[src/rtl/apb_master_arbiter.sv]
// Two-requester APB master: round-robin arbitration in IDLE, then a standard SETUP/ACCESS transfer.
// Optional ACCESS timeout is enabled with macro APB_ARB_TIMEOUT_EN.
module apb_master_arbiter #(
  parameter int unsigned TIMEOUT_CYCLES = 255
) (
  input  logic        PCLK,
  input  logic        PRESETN,
  input  logic        REQ0,
  input  logic [31:0] ADDR0,
  input  logic        WRITE0,
  input  logic [31:0] WDATA0,
  output logic        DONE0,
  output logic [31:0] RDATA0,
  output logic        ERR0,
  input  logic        REQ1,
  input  logic [31:0] ADDR1,
  input  logic        WRITE1,
  input  logic [31:0] WDATA1,
  output logic        DONE1,
  output logic [31:0] RDATA1,
  output logic        ERR1,
  output logic [31:0] PADDR,
  output logic [15:0] PSEL,
  output logic        PENABLE,
  output logic        PWRITE,
  output logic [31:0] PWDATA,
  input  logic [31:0] PRDATA,
  input  logic        PREADY,
  input  logic        PSLVERR
);

  localparam int unsigned CNT_W = 16;

  if (TIMEOUT_CYCLES < 1 || TIMEOUT_CYCLES > 65535) begin : g_bad_timeout
    $error("TIMEOUT_CYCLES out of range 1..65535");
  end

  typedef enum logic [1:0] {
    S_IDLE   = 2'd0,
    S_SETUP  = 2'd1,
    S_ACCESS = 2'd2
  } state_t;

  state_t      r_state;
  state_t      w_state_nxt;
  logic        r_last;
  logic        r_owner;

  logic        w_elig0;
  logic        w_elig1;
  logic        w_gnt_valid;
  logic        w_gnt_sel;
  logic [31:0] w_gnt_addr;
  logic        w_timeout;
  logic        w_end;

  logic [31:0] w_paddr_nxt;
  logic [15:0] w_psel_nxt;
  logic        w_penable_nxt;
  logic        w_pwrite_nxt;
  logic [31:0] w_pwdata_nxt;
  logic        w_done0_nxt;
  logic        w_done1_nxt;
  logic [31:0] w_rdata0_nxt;
  logic [31:0] w_rdata1_nxt;
  logic        w_err0_nxt;
  logic        w_err1_nxt;
  logic        w_last_nxt;
  logic        w_owner_nxt;
  logic [31:0] w_rdata_fin;
  logic        w_err_fin;

  // A requester is ineligible during the cycle its DONE is high.
  assign w_elig0     = REQ0 & ~DONE0;
  assign w_elig1     = REQ1 & ~DONE1;
  assign w_gnt_valid = w_elig0 | w_elig1;
  assign w_gnt_sel   = (w_elig0 & w_elig1) ? ~r_last : w_elig1;
  assign w_gnt_addr  = w_gnt_sel ? ADDR1 : ADDR0;

`ifdef APB_ARB_TIMEOUT_EN
  logic [CNT_W-1:0] r_tcnt;
  logic [CNT_W-1:0] w_tcnt_nxt;

  assign w_timeout  = (r_state == S_ACCESS) && !PREADY &&
                      (r_tcnt == CNT_W'(TIMEOUT_CYCLES - 1));
  assign w_tcnt_nxt = ((r_state == S_ACCESS) && !w_end) ? r_tcnt + CNT_W'(1) : '0;
`else
  assign w_timeout  = 1'b0;
`endif

  assign w_end = (r_state == S_ACCESS) && (PREADY || w_timeout);

  // Completion payload: read data only for successful reads; timeout reports an error.
  assign w_rdata_fin = (PREADY && !PWRITE) ? PRDATA : 32'd0;
  assign w_err_fin   = PREADY ? PSLVERR : 1'b1;

  // State and output registers
  always_ff @(posedge PCLK or negedge PRESETN) begin
    if (!PRESETN) begin
      r_state <= S_IDLE;
      r_last  <= 1'b1;
      r_owner <= 1'b0;
      PADDR   <= '0;
      PSEL    <= '0;
      PENABLE <= 1'b0;
      PWRITE  <= 1'b0;
      PWDATA  <= '0;
      DONE0   <= 1'b0;
      DONE1   <= 1'b0;
      RDATA0  <= '0;
      RDATA1  <= '0;
      ERR0    <= 1'b0;
      ERR1    <= 1'b0;
`ifdef APB_ARB_TIMEOUT_EN
      r_tcnt  <= '0;
`endif
    end else begin
      r_state <= w_state_nxt;
      r_last  <= w_last_nxt;
      r_owner <= w_owner_nxt;
      PADDR   <= w_paddr_nxt;
      PSEL    <= w_psel_nxt;
      PENABLE <= w_penable_nxt;
      PWRITE  <= w_pwrite_nxt;
      PWDATA  <= w_pwdata_nxt;
      DONE0   <= w_done0_nxt;
      DONE1   <= w_done1_nxt;
      RDATA0  <= w_rdata0_nxt;
      RDATA1  <= w_rdata1_nxt;
      ERR0    <= w_err0_nxt;
      ERR1    <= w_err1_nxt;
`ifdef APB_ARB_TIMEOUT_EN
      r_tcnt  <= w_tcnt_nxt;
`endif
    end
  end

  // Next-state logic
  always_comb begin
    w_state_nxt = r_state;
    case (r_state)
      S_IDLE:   if (w_gnt_valid) w_state_nxt = S_SETUP;
      S_SETUP:  w_state_nxt = S_ACCESS;
      S_ACCESS: if (w_end) w_state_nxt = S_IDLE;
      default:  w_state_nxt = S_IDLE;
    endcase
  end

  // Next values of the registered outputs
  always_comb begin
    w_paddr_nxt   = PADDR;
    w_psel_nxt    = PSEL;
    w_penable_nxt = PENABLE;
    w_pwrite_nxt  = PWRITE;
    w_pwdata_nxt  = PWDATA;
    w_done0_nxt   = 1'b0;
    w_done1_nxt   = 1'b0;
    w_rdata0_nxt  = RDATA0;
    w_rdata1_nxt  = RDATA1;
    w_err0_nxt    = ERR0;
    w_err1_nxt    = ERR1;
    w_last_nxt    = r_last;
    w_owner_nxt   = r_owner;
    case (r_state)
      S_IDLE: begin
        w_psel_nxt    = '0;
        w_penable_nxt = 1'b0;
        if (w_gnt_valid) begin
          w_paddr_nxt  = w_gnt_addr;
          w_pwrite_nxt = w_gnt_sel ? WRITE1 : WRITE0;
          w_pwdata_nxt = w_gnt_sel ? WDATA1 : WDATA0;
          w_psel_nxt   = 16'(1) << w_gnt_addr[27:24];
          w_last_nxt   = w_gnt_sel;
          w_owner_nxt  = w_gnt_sel;
        end
      end
      S_SETUP: w_penable_nxt = 1'b1;
      S_ACCESS: begin
        if (w_end) begin
          w_psel_nxt    = '0;
          w_penable_nxt = 1'b0;
          if (r_owner) begin
            w_done1_nxt  = 1'b1;
            w_rdata1_nxt = w_rdata_fin;
            w_err1_nxt   = w_err_fin;
          end else begin
            w_done0_nxt  = 1'b1;
            w_rdata0_nxt = w_rdata_fin;
            w_err0_nxt   = w_err_fin;
          end
        end
      end
      default: begin
        w_psel_nxt    = '0;
        w_penable_nxt = 1'b0;
      end
    endcase
  end

endmodule
[config.mk]
export PLATFORM = sky130hd
export DESIGN_NAME = apb_master_arbiter
export DESIGN_NICKNAME = d
export VERILOG_FILES = /design/src/rtl/apb_master_arbiter.sv
export SDC_FILE = /design/constraint.sdc
export NUM_CORES = 1
export LEC_CHECK = 0
export BUFFER_PORTS_ARGS = -buffer_cell sky130_fd_sc_hd__buf_2
export CAP_MARGIN = 10
export CORE_AREA = 2 2 140 197
export DETAILED_ROUTE_END_ITERATION = 8
export DIE_AREA = 0 0 142 199
export GPL_TIMING_DRIVEN = 0
export PLACE_DENSITY = 0.59
export SYNTH_ARGS = -nofsm -noshare
export SYNTH_HDL_FRONTEND = slang
export SYNTH_SLANG_ARGS = --single-unit
[constraint.sdc]
create_clock -name PCLK -period 2.5 [get_ports PCLK]
set_clock_uncertainty 0.1 [all_clocks]
set_input_delay 0 -clock PCLK [delete_from_list [all_inputs] [get_ports PCLK]]
set_output_delay 0 -clock PCLK [all_outputs]
set_load 0.05 [all_outputs]
==> flow_summary_export.csv <==
group,metric,value,unit
yosys,synth.area.top_cells,"dfrtp_1 58%, mux2i_1 10%, nand2_1 9.7%",
die,fp.dieW,142,µm
route,drtPass1Iterations,4,
sta,setup_viol,0,
layout,register_area,3850,µm²
clock_network,clk_pin_slew,0.06,ns
yosys,async_flop_share,100,%
clock_network,cts_buffers,17,
pwr,pwr-share-clk,18.5,%
status,status,"completed",
worst_setup_path,timing.rr.end,"PADDR[22]",
worst_setup_path,cp_max_fo,10,
pwr,seqPwrFrac,28.7,%
die,io_pins,318,
route,drtIter0Drc,165,
yosys,synth-edff-count,0,
placed_design,port_buffers,317,
route,viasPerCell,4.46,
route,num_vias,6547,
route,wirelength,23.4,mm
worst_setup_path,r2r_cells,7,
yosys,ys_types,31,
sta,max_freq,0.424,GHz
die,fp.dieH,199,µm
min_path,min-delay-start,"ADDR0[25]",
min_path,holdPathStages,4,
clock_network,h-tree-depth,4,
global_route,grt_pass1_vias,6939,
placed_design,hpwl,16.4,mm
pwr,p_int,7060,µW
die,dieArea,28300,µm²
yosys,synth_top_area_share,58.3,%
sta,worst_pin_slew,0.587,ns
clock_network,clk_latency,0.42,ns
global_route,grt_usage,16.8,%
sta,period_share,94.4,%
clock_network,cts-root-buf,"clkbuf_16",
route,ant_nets,0,
layout,area_delta_synth_final,65.7,%
pwr,power_density,1310,nW/µm²
global_route,grt_max_degree,103,
global_route,overflow,0,
die,design.core.area,26600,µm²
sta,tns,0,ns
yosys,ys_warn_count,0,
yosys,yosysSeqAreaShare,58.7,%
layout,layout.nets,1294,
clock_network,cts_setup_buffers,0,
die,rows,71,
sta,fin_crit,2.36,ns
global_route,antenna_found_initial,2,
min_path,min_path_type,"in2reg",
yosys,ys_ff_latch,154,
worst_setup_path,cp.arrival,2.55,ns
yosys,synthMostInstantiatedCell,"nand2_1",
pwr,total_power,14300,µW
sta,drv_slew,0,
route,wl_per_cell,15.9,µm
pwr,p_switching,7240,µW
pwr,swShare,50.6,%
yosys,synth_area_per_cell,10.6,µm²
layout,final_layout_size_suffix_gt1_share,34.5,%
pwr,power_frac_comb,52.8,%
worst_setup_path,startpoint_type,"register",
clock_network,cts-root-to-sink-buffers,2,
worst_setup_path,critical_path_class,"reg2reg",
global_route,grt_pass1_wl,36.6,mm
layout,multiInputGateArea,2450,µm²
yosys,netlist_instances,622,
yosys,yosys-top-cells-count,"170 x nand2_1, 153 x dfrtp_1, 118 x o21ai_0",
die,initial_core_util,24.7,%
placed_design,gp_congestion,0.748,
worst_setup_path,timing.rr.start,"r_last",
flow_run,max-cap-violations,0,
clock_network,cts_sinks,154,
sta,fin_ws,0.140,ns
sta,slew_headroom,60.4,%
layout,fillers,2558,
pwr,p_leak,0.00564,µW
yosys,synth-main-ff-cell,"dfrtp_1",
route,drcViolationCount,0,
worst_setup_path,worstSetupEndpointType,"register",
yosys,syn-num-nets,790,
yosys,synth_largest_area_cell,"dfrtp_1",
sta,rsz0062_at_grt,"false",
worst_setup_path,rrSetupSlack,0.14,ns
sta,hold_viol,0,
yosys,netlist_area,6570,µm²
placed_design,pre_cts_ws,0.490,ns
clock_network,cts_tree,"built",
min_path,holdPathEnd,"PSEL[6]",
pwr,max-vdd-ir-drop,763,µV
worst_setup_path,required,2.69,ns
critical path, cell delays in order (launching register included):
cell,delay [ns]
dfstp_2,0.57
nand3b_4,0.12
nand2_8,0.15
buf_8,0.20
buf_6,0.20
mux2i_1,0.22
dlygate4sd3_1,0.57
o21ai_0,0.07
stage by stage:
step	util (%)	instance area, µm²	instances	hold WS (ns)
3_5_place_dp	32.4	8600	1268	-0.156
5_1_grt	41.0	10900	1466	0.0382
2_1_floorplan	-	6570	622	-0.396
3_3_place_gp	32.2	8570	1267	0.117
4_1_cts	40.9	10900	1465	0.0130
6_report	41.0	10900	1467	0.0403
layer usage:
layer	track usage [%]	part of all wire [%]	vias up
met5	0	0.047	-
met4	6.26	2.0	2
met3	4.29	5.9	33
met2	30.3	52	270
met1	18.9	40	3112
li1	-	-	3130
cell type report:
class	count	area share, %
inverter	4	0.138
clock buffer	19	4.07
tap	328	3.77
antenna	2	0.0460
multi-input combinational	423	22.5
sequential	154	35.4
timing repair buffer	485	30.3
buffer	41	2.43
clock inverter	11	1.36
sequential cells by signal, indices dropped and copies added (netlist names), 2 cells and up:
name	count
RDATA0	32
RDATA1	32
PADDR	32
PWDATA	32
PSEL	16
r_state	2
cell usage in the layout (no fill, tap or decap), types with 12 or more instances in the layout:
cell	instances
clkbuf_16	17
mux2i_1	67
a22o_1	12
o21ai_0	118
dlygate4sd3_1	167
dfrtp_1	153
clkbuf_1	16
nand2_1	170
o21ai_1	13
buf_2	326
cells by family after synthesis:
| family | synth area share, % |
|---|---|
| flops | 58.7 |
| simple gates | 12.7 |
| compound gates | 14.0 |
| mux | 10.4 |
| buf+inv | 4.15 |
worst max-delay path by stage:
| stage | start | endpoint | slack [ns] | cells after the start |
|---|---|---|---|---|
| after floorplan | DONE1 | PADDR[11] | 0.69 | 7 |
| after global placement | PRESETN | PADDR[13] | -1.10 | 1 |
| after detailed placement | DONE1 | PADDR[1] | 0.49 | 5 |
| after CTS | r_last | PADDR[22] | 0.06 | 7 |
| after global routing | r_last | PADDR[22] | 0.01 | 7 |
| final | r_last | PADDR[22] | 0.14 | 7 |
timing repair:
| action | 4_1_cts | 5_1_grt |
|---|---|---|
| hold buffers | 167 | 0 |
| resized for setup | 0 | 3 |
| endpoints found under the setup margin | 0 | 10 |
| hold endpoints to repair | 285 | 0 |
power by group through the flow:
stage / Combinational, µW / Sequential [µW] / Clock, µW
finish: 7550 / 4100 / 2650
global route: 8080 / 4230 / 2830
CTS: 7600 / 4110 / 2740
detailed placement: 7250 / 4130 / 0
global placement: 7180 / 4110 / 0
floorplan: 1790 / 7520 / 0
Power figures use the tool's default switching activity.
